--- config.mk ---
export PLATFORM = sky130hd
export DESIGN_NAME = spi_multi_slave_select
export DESIGN_NICKNAME = d
export VERILOG_FILES = /design/src/rtl/spi_multi_slave_select.sv
export SDC_FILE = /design/constraint.sdc
export NUM_CORES = 1
export LEC_CHECK = 0
export CORE_AREA = 2 2 82 116
export CTS_BUF_LIST = sky130_fd_sc_hd__clkbuf_16
export DETAILED_ROUTE_END_ITERATION = 10
export DIE_AREA = 0 0 84 118
export HOLD_SLACK_MARGIN = 0.03
export MAX_ROUTING_LAYER = met4
export PLACE_DENSITY = 0.71
export SLEW_MARGIN = 20
export SYNTH_ARGS = -nofsm -noshare
export SYNTH_HDL_FRONTEND = slang
export SYNTH_SLANG_ARGS = --single-unit
--- constraint.sdc ---
create_clock -name PCLK -period 11.25 [get_ports PCLK]
set_clock_uncertainty 0.15 [all_clocks]
set_input_delay 2.25 -clock PCLK [delete_from_list [all_inputs] [get_ports PCLK]]
set_output_delay 2.25 -clock PCLK [all_outputs]
set_load 0.01 [all_outputs]
--- src/rtl/spi_multi_slave_select.sv ---
// spi_multi_slave_select: drives one of NUM_SS active-low selects low for BaudRateDivisor_i*(frame_len_i+1) PCLK cycles.
// Latency: registered outputs; ss_o/tip_o change one PCLK after the accepted request edge.
// Backpressure: none. Requests outside a legal IDLE sample are dropped (1-deep hold in GUARD with SPI_SS_GUARD_EN).
module spi_multi_slave_select #(
  parameter int NUM_SS    = 4,
  parameter int SEL_W     = 2,
  parameter int BAUD_W    = 12,
  parameter int LEN_W     = 5,
  parameter int GUARD_CYC = 4
) (
  input  logic              PCLK,
  input  logic              PRESET,
  input  logic              mstr_i,
  input  logic              spiswai_i,
  input  logic [1:0]        spi_mode_i,
  input  logic              send_data_i,
  input  logic [BAUD_W-1:0] BaudRateDivisor_i,
  input  logic [LEN_W-1:0]  frame_len_i,
  input  logic [SEL_W-1:0]  ss_sel_i,
  output logic [NUM_SS-1:0] ss_o,
  output logic              tip_o,
  output logic              recieve_data_o
);

  // Product of divisor and bit count never overflows this width.
  localparam int TGT_W = BAUD_W + LEN_W;
  localparam logic [SEL_W:0]     SEL_LIM = (SEL_W+1)'(NUM_SS);
  localparam logic [NUM_SS-1:0]  SS_IDLE = '1;
  localparam logic [NUM_SS-1:0]  SS_ONE  = NUM_SS'(1);

`ifdef SPI_SS_GUARD_EN
  typedef enum logic [1:0] {IDLE = 2'd0, XFER = 2'd1, DONE = 2'd2, GUARD = 2'd3} state_t;
`else
  typedef enum logic [1:0] {IDLE = 2'd0, XFER = 2'd1, DONE = 2'd2} state_t;
`endif

  state_t            state_q, state_d;
  logic [SEL_W-1:0]  sel_q, sel_d;
  logic [TGT_W-1:0]  target_q, target_d;
  logic [TGT_W-1:0]  cnt_q, cnt_d;
  logic [NUM_SS-1:0] ss_q, ss_d;
  logic              tip_q, tip_d;
  logic              rcv_q, rcv_d;
  logic              active;
  logic              start_ok;
  logic              req;
`ifdef SPI_SS_GUARD_EN
  logic              pend_q, pend_d;
`endif

  // Block qualification: master mode, and either run mode or wait mode without stop-in-wait.
  always_comb begin
    active   = 1'b0;
    start_ok = 1'b0;
    active   = mstr_i & ((spi_mode_i == 2'b00) | ((spi_mode_i == 2'b01) & ~spiswai_i));
    start_ok = active & (BaudRateDivisor_i != '0) & ({1'b0, ss_sel_i} < SEL_LIM);
  end

  // Next-state and registered-output computation; the counter doubles as the guard timer.
  always_comb begin
    state_d  = state_q;
    sel_d    = sel_q;
    target_d = target_q;
    cnt_d    = cnt_q;
    ss_d     = SS_IDLE;
    tip_d    = 1'b0;
    rcv_d    = 1'b0;
    req      = send_data_i;
`ifdef SPI_SS_GUARD_EN
    pend_d   = pend_q;
    req      = send_data_i | pend_q;
`endif
    case (state_q)
      IDLE: begin
        cnt_d = '0;
`ifdef SPI_SS_GUARD_EN
        // A held request is either consumed here or dropped as illegal.
        pend_d = 1'b0;
`endif
        if (req && start_ok) begin
          state_d  = XFER;
          sel_d    = ss_sel_i;
          target_d = TGT_W'(BaudRateDivisor_i) * (TGT_W'(frame_len_i) + TGT_W'(1));
          ss_d     = ~(SS_ONE << ss_sel_i);
          tip_d    = 1'b1;
        end
      end
      XFER: begin
        if (!active) begin
          // Abort: drop the frame silently.
          state_d = IDLE;
          cnt_d   = '0;
        end else if (cnt_q == target_q - TGT_W'(1)) begin
          state_d = DONE;
          cnt_d   = '0;
          rcv_d   = 1'b1;
        end else begin
          cnt_d = cnt_q + TGT_W'(1);
          ss_d  = ~(SS_ONE << sel_q);
          tip_d = 1'b1;
        end
      end
      DONE: begin
        cnt_d = '0;
`ifdef SPI_SS_GUARD_EN
        state_d = GUARD;
`else
        state_d = IDLE;
`endif
      end
`ifdef SPI_SS_GUARD_EN
      GUARD: begin
        if (send_data_i) pend_d = 1'b1;
        if (cnt_q == TGT_W'(GUARD_CYC - 1)) begin
          state_d = IDLE;
          cnt_d   = '0;
        end else begin
          cnt_d = cnt_q + TGT_W'(1);
        end
      end
`endif
      default: begin
        state_d = IDLE;
        cnt_d   = '0;
      end
    endcase
`ifdef SPI_SS_GUARD_EN
    if (!active) pend_d = 1'b0;
`endif
  end

  // State and output registers with synchronous reset.
  always_ff @(posedge PCLK) begin
    if (PRESET) begin
      state_q  <= IDLE;
      sel_q    <= '0;
      target_q <= '0;
      cnt_q    <= '0;
      ss_q     <= SS_IDLE;
      tip_q    <= 1'b0;
      rcv_q    <= 1'b0;
`ifdef SPI_SS_GUARD_EN
      pend_q   <= 1'b0;
`endif
    end else begin
      state_q  <= state_d;
      sel_q    <= sel_d;
      target_q <= target_d;
      cnt_q    <= cnt_d;
      ss_q     <= ss_d;
      tip_q    <= tip_d;
      rcv_q    <= rcv_d;
`ifdef SPI_SS_GUARD_EN
      pend_q   <= pend_d;
`endif
    end
  end

  assign ss_o           = ss_q;
  assign tip_o          = tip_q;
  assign recieve_data_o = rcv_q;

endmodule

==> results.cfg <==
[clocking]
ctsLongestPathBuffers = 2
clk_latency_ns = 0.29
cts-buffers-inserted = 5
post-cts-setup-buffers = 0
path_clk_slew_ns = 0.06
cts.sinks = 44
cts_tree = built
cts-resized-gates = 0
root_buffer = clkbuf_16
hold_buffers = 0
htree_levels = 2

[floorplan]
num_io_pins = 32
initial_utilization_pct = 49.80
die-area_um2 = 9912
die_w_um = 84
num_rows = 41
coreArea_um2 = 8875
dieHeight_um = 118

[power_and_ir_drop]
p_sw_share_pct = 37.23
p_sw_w = 0.0002465
peakVddDrop_mv = 0.1133
power_frac_clock_pct = 24.8
seq_power_share_pct = 25.6
p_int_w = 0.0004156
combPwrFrac_pct = 49.7
p_leak_nw = 2.104
pwr_density_cell_nw_per_um2 = 133.5

[synth]
synth_top_flop_cell = dfxtp_1
yosys-top-cells-area = dfxtp_1 (20%), fa_1 (18%), ha_1 (7.9%), inv_1 (5.4%), xnor2_1 (5.4%)
synth-seq-cells = 44
synth_top_cell_area_share_pct = 19.93
ys_types = 55
syn_area_um2 = 4419
synth.avg_cell_area_um2 = 8.402
syn_inst = 526
synth_top_area_cell = dfxtp_1
synth-edff-count = 0
synthesis.nets = 620
seq_area_frac_synth_pct = 19.93
yosysWarnings = 0
async_reset_ff_share_pct = 0

[sta]
slew_viol_final = 0
worst_pin_slew_ns = 0.9662
period_needed_ns = 7.703
hold_viol = 0
min_period_over_period_pct = 68.47
max_freq_ghz = 0.1298
setup_tns_ns = 0
setup_viol = 0
slew_headroom_pct = 35.37
rsz0062_at_grt = no

[hold_path]
hp-class = flip-flop to flip-flop

[detailed_routing]
wl_per_cell_um = 13.40
viasPerCell = 5.284
wl_mm = 8.793
firstDrtPassIters = 4
drtIter0Drc = 125
vias = 3466
ant_nets = 0
route.detailed.drc = 0

[global_route]
use_met2_pct = 36.80
grt_pass1_wl_mm = 16.04
first_global_vias = 3656
busiest_layer = met2
grt_use_met3_pct = 1.893
overflow = 0
antenna_found_initial = 0
grt.total_usage_pct = 19.83
grt_max_degree = 25
grt_use_met1_pct = 21.76

[job]
drv_cap = 0

[setup_path]
path_common_cell = fa_1
setup.worst_path.start_class = primary input
cp_slowest_stage_delay_ns = 0.78
critPathMaxFanout = 14
cp_data_required_time_ns = 11.29
crit_buf_inv = 2
critical_path_class = primary input to flip-flop
cp-end-kind = flip-flop
slowest_stage = clkdlybuf4s50_1
arrival_ns = 7.74
crit_chain = clkdlybuf4s50_1, ha_1, nand3_1, xor2_1, nand2b_1, fa_1, fa_1, fa_1, inv_1, ha_1, a21o_1, a21oi_1, o21ai_0, a311oi_1, a21oi_1, xnor2_1, a211oi_1
crit_family = adder cells

[placement]
place_area_um2 = 4792
place_congestion = 0.8391
place_hpwl_mm = 7.300
io_buffers = 31

[cells_and_area]
fin_nets = 642
layout-drive-gt1-share_pct = 2.914
fin_area_um2 = 4960
antenna_cells = 0
area_growth_pct = 12.23

[outcome]
status = complete, no violations
-- path summary, 6_finish.rpt --
path                                startpoint            to  slack, ns  cells after the start
worst max-delay path            frame_len_i[0]  target_q[15]       3.55                     17
worst min-delay path                  sel_q[0]      sel_q[0]       0.35                      2
worst max register to register     target_q[0]         tip_o       8.04                      9
worst min register to register        sel_q[0]      sel_q[0]       0.35                      2
-- cell type report --
type                       count  area, µm²
tap                          107      133.9
sequential                    44      880.8
timing repair buffer          31      310.3
clock inverter                 3      42.54
fill                         796       3915
clock buffer                   5      125.1
multi-input combinational    403       3231
inverter                      63      236.5
-- per-layer routing --
metal | part of all wire (%) | up-vias
met4 | 2.2 | 0
met2 | 54 | 54
met5 | 0 | -
met3 | 2.0 | 14
li1 | - | 1765
met1 | 42 | 1633
-- stage by stage --
stage | cells | power [W] | hold WS (ns) | setup WS (ns) | utilization (%)
3_3_place_gp | 648 | 0.0004956 | 0.3213 | 3.492 | 54.00
2_1_floorplan | 526 | 0.0004369 | 0.3121 | 4.690 | -
3_5_place_dp | 648 | 0.0005022 | 0.3331 | 3.237 | 54.00
4_1_cts | 656 | 0.0006686 | 0.3413 | 3.534 | 55.89
6_report | 656 | 0.0006621 | 0.3484 | 3.547 | 55.89
5_1_grt | 656 | 0.0007252 | 0.3835 | 3.121 | 55.89
-- layout by cell type, fill, tap and decap left out, types with 2 or more instances in the layout --
cell,n
clkbuf_16,5
and2_1,35
clkdlybuf4s50_1,31
o21ai_0,11
fa_1,40
nor2b_1,31
nor4_1,6
or3_1,3
inv_1,63
xnor2_1,27
o32a_1,4
or4_1,2
nor3_1,3
xor2_1,23
ha_1,28
nand2b_1,8
nand3_1,15
nand3b_1,4
o21a_1,2
and3_1,5
dfxtp_1,44
nor2_1,48
a21oi_1,25
a211oi_1,9
nand4_1,4
a311oi_1,2
a21o_1,4
nand2_1,38
nor3b_1,2
-- power groups by stage --
stage	logic (W)	registers [W]	clock network [W]
after floorplan	0.000266	0.000171	0
final	0.000329	0.000169	0.000164
after CTS	0.000332	0.000169	0.000167
after global placement	0.000323	0.000172	0
after detailed placement	0.000330	0.000173	0
after global routing	0.000383	0.000170	0.000173
-- state kept, by name, indices dropped and copies added, names as in the netlist --
name / flops
tip_o: 1
target_q: 17
sel_q: 2
state_q: 2
ss_o: 4
recieve_data_o: 1
cnt_q: 17
-- synthesized netlist by cell type, types with 2 or more instances --
cell / number
a211oi_1: 9
a21o_1: 4
a21oi_1: 25
a311oi_1: 2
and2_1: 35
and3_1: 5
clkbuf_1: 13
dfxtp_1: 44
fa_1: 40
ha_1: 28
inv_1: 63
nand2_1: 38
nand2b_1: 8
nand3_1: 15
nand3b_1: 4
nand4_1: 4
nor2_1: 48
nor2b_1: 31
nor3_1: 3
nor3b_1: 2
nor4_1: 6
o21a_1: 2
o21ai_0: 11
o32a_1: 4
or3_1: 3
or4_1: 2
xnor2_1: 27
xor2_1: 23
-- kinds of logic (layout without fill, tap and decap cells) --
family                   after synthesis  after routing  share of synthesized area (%)
adder cells (fa/ha/maj)               68             68                          26.05
buffers and inverters                 79            102                          6.965
AND/OR/NAND/NOR                      214            214                          26.36
multiplexers                           1              1                         0.2265
AO/OA/AOI/OAI                         70             70                          10.56
flip-flops                            44             44                          19.93
XOR/XNOR                              50             50                          9.909
-- worst reg2reg max path, cell delays in order, from the launching register on --
cell	delay, ns
dfxtp_1	0.35
inv_1	0.07
ha_1	0.22
nor3b_2	0.33
nand4b_2	0.24
or4_1	0.57
a211oi_2	0.26
o2111ai_2	0.22
nand2b_2	0.43
o21ai_0	0.21
Note: power is estimated with default switching activity, not from simulation.
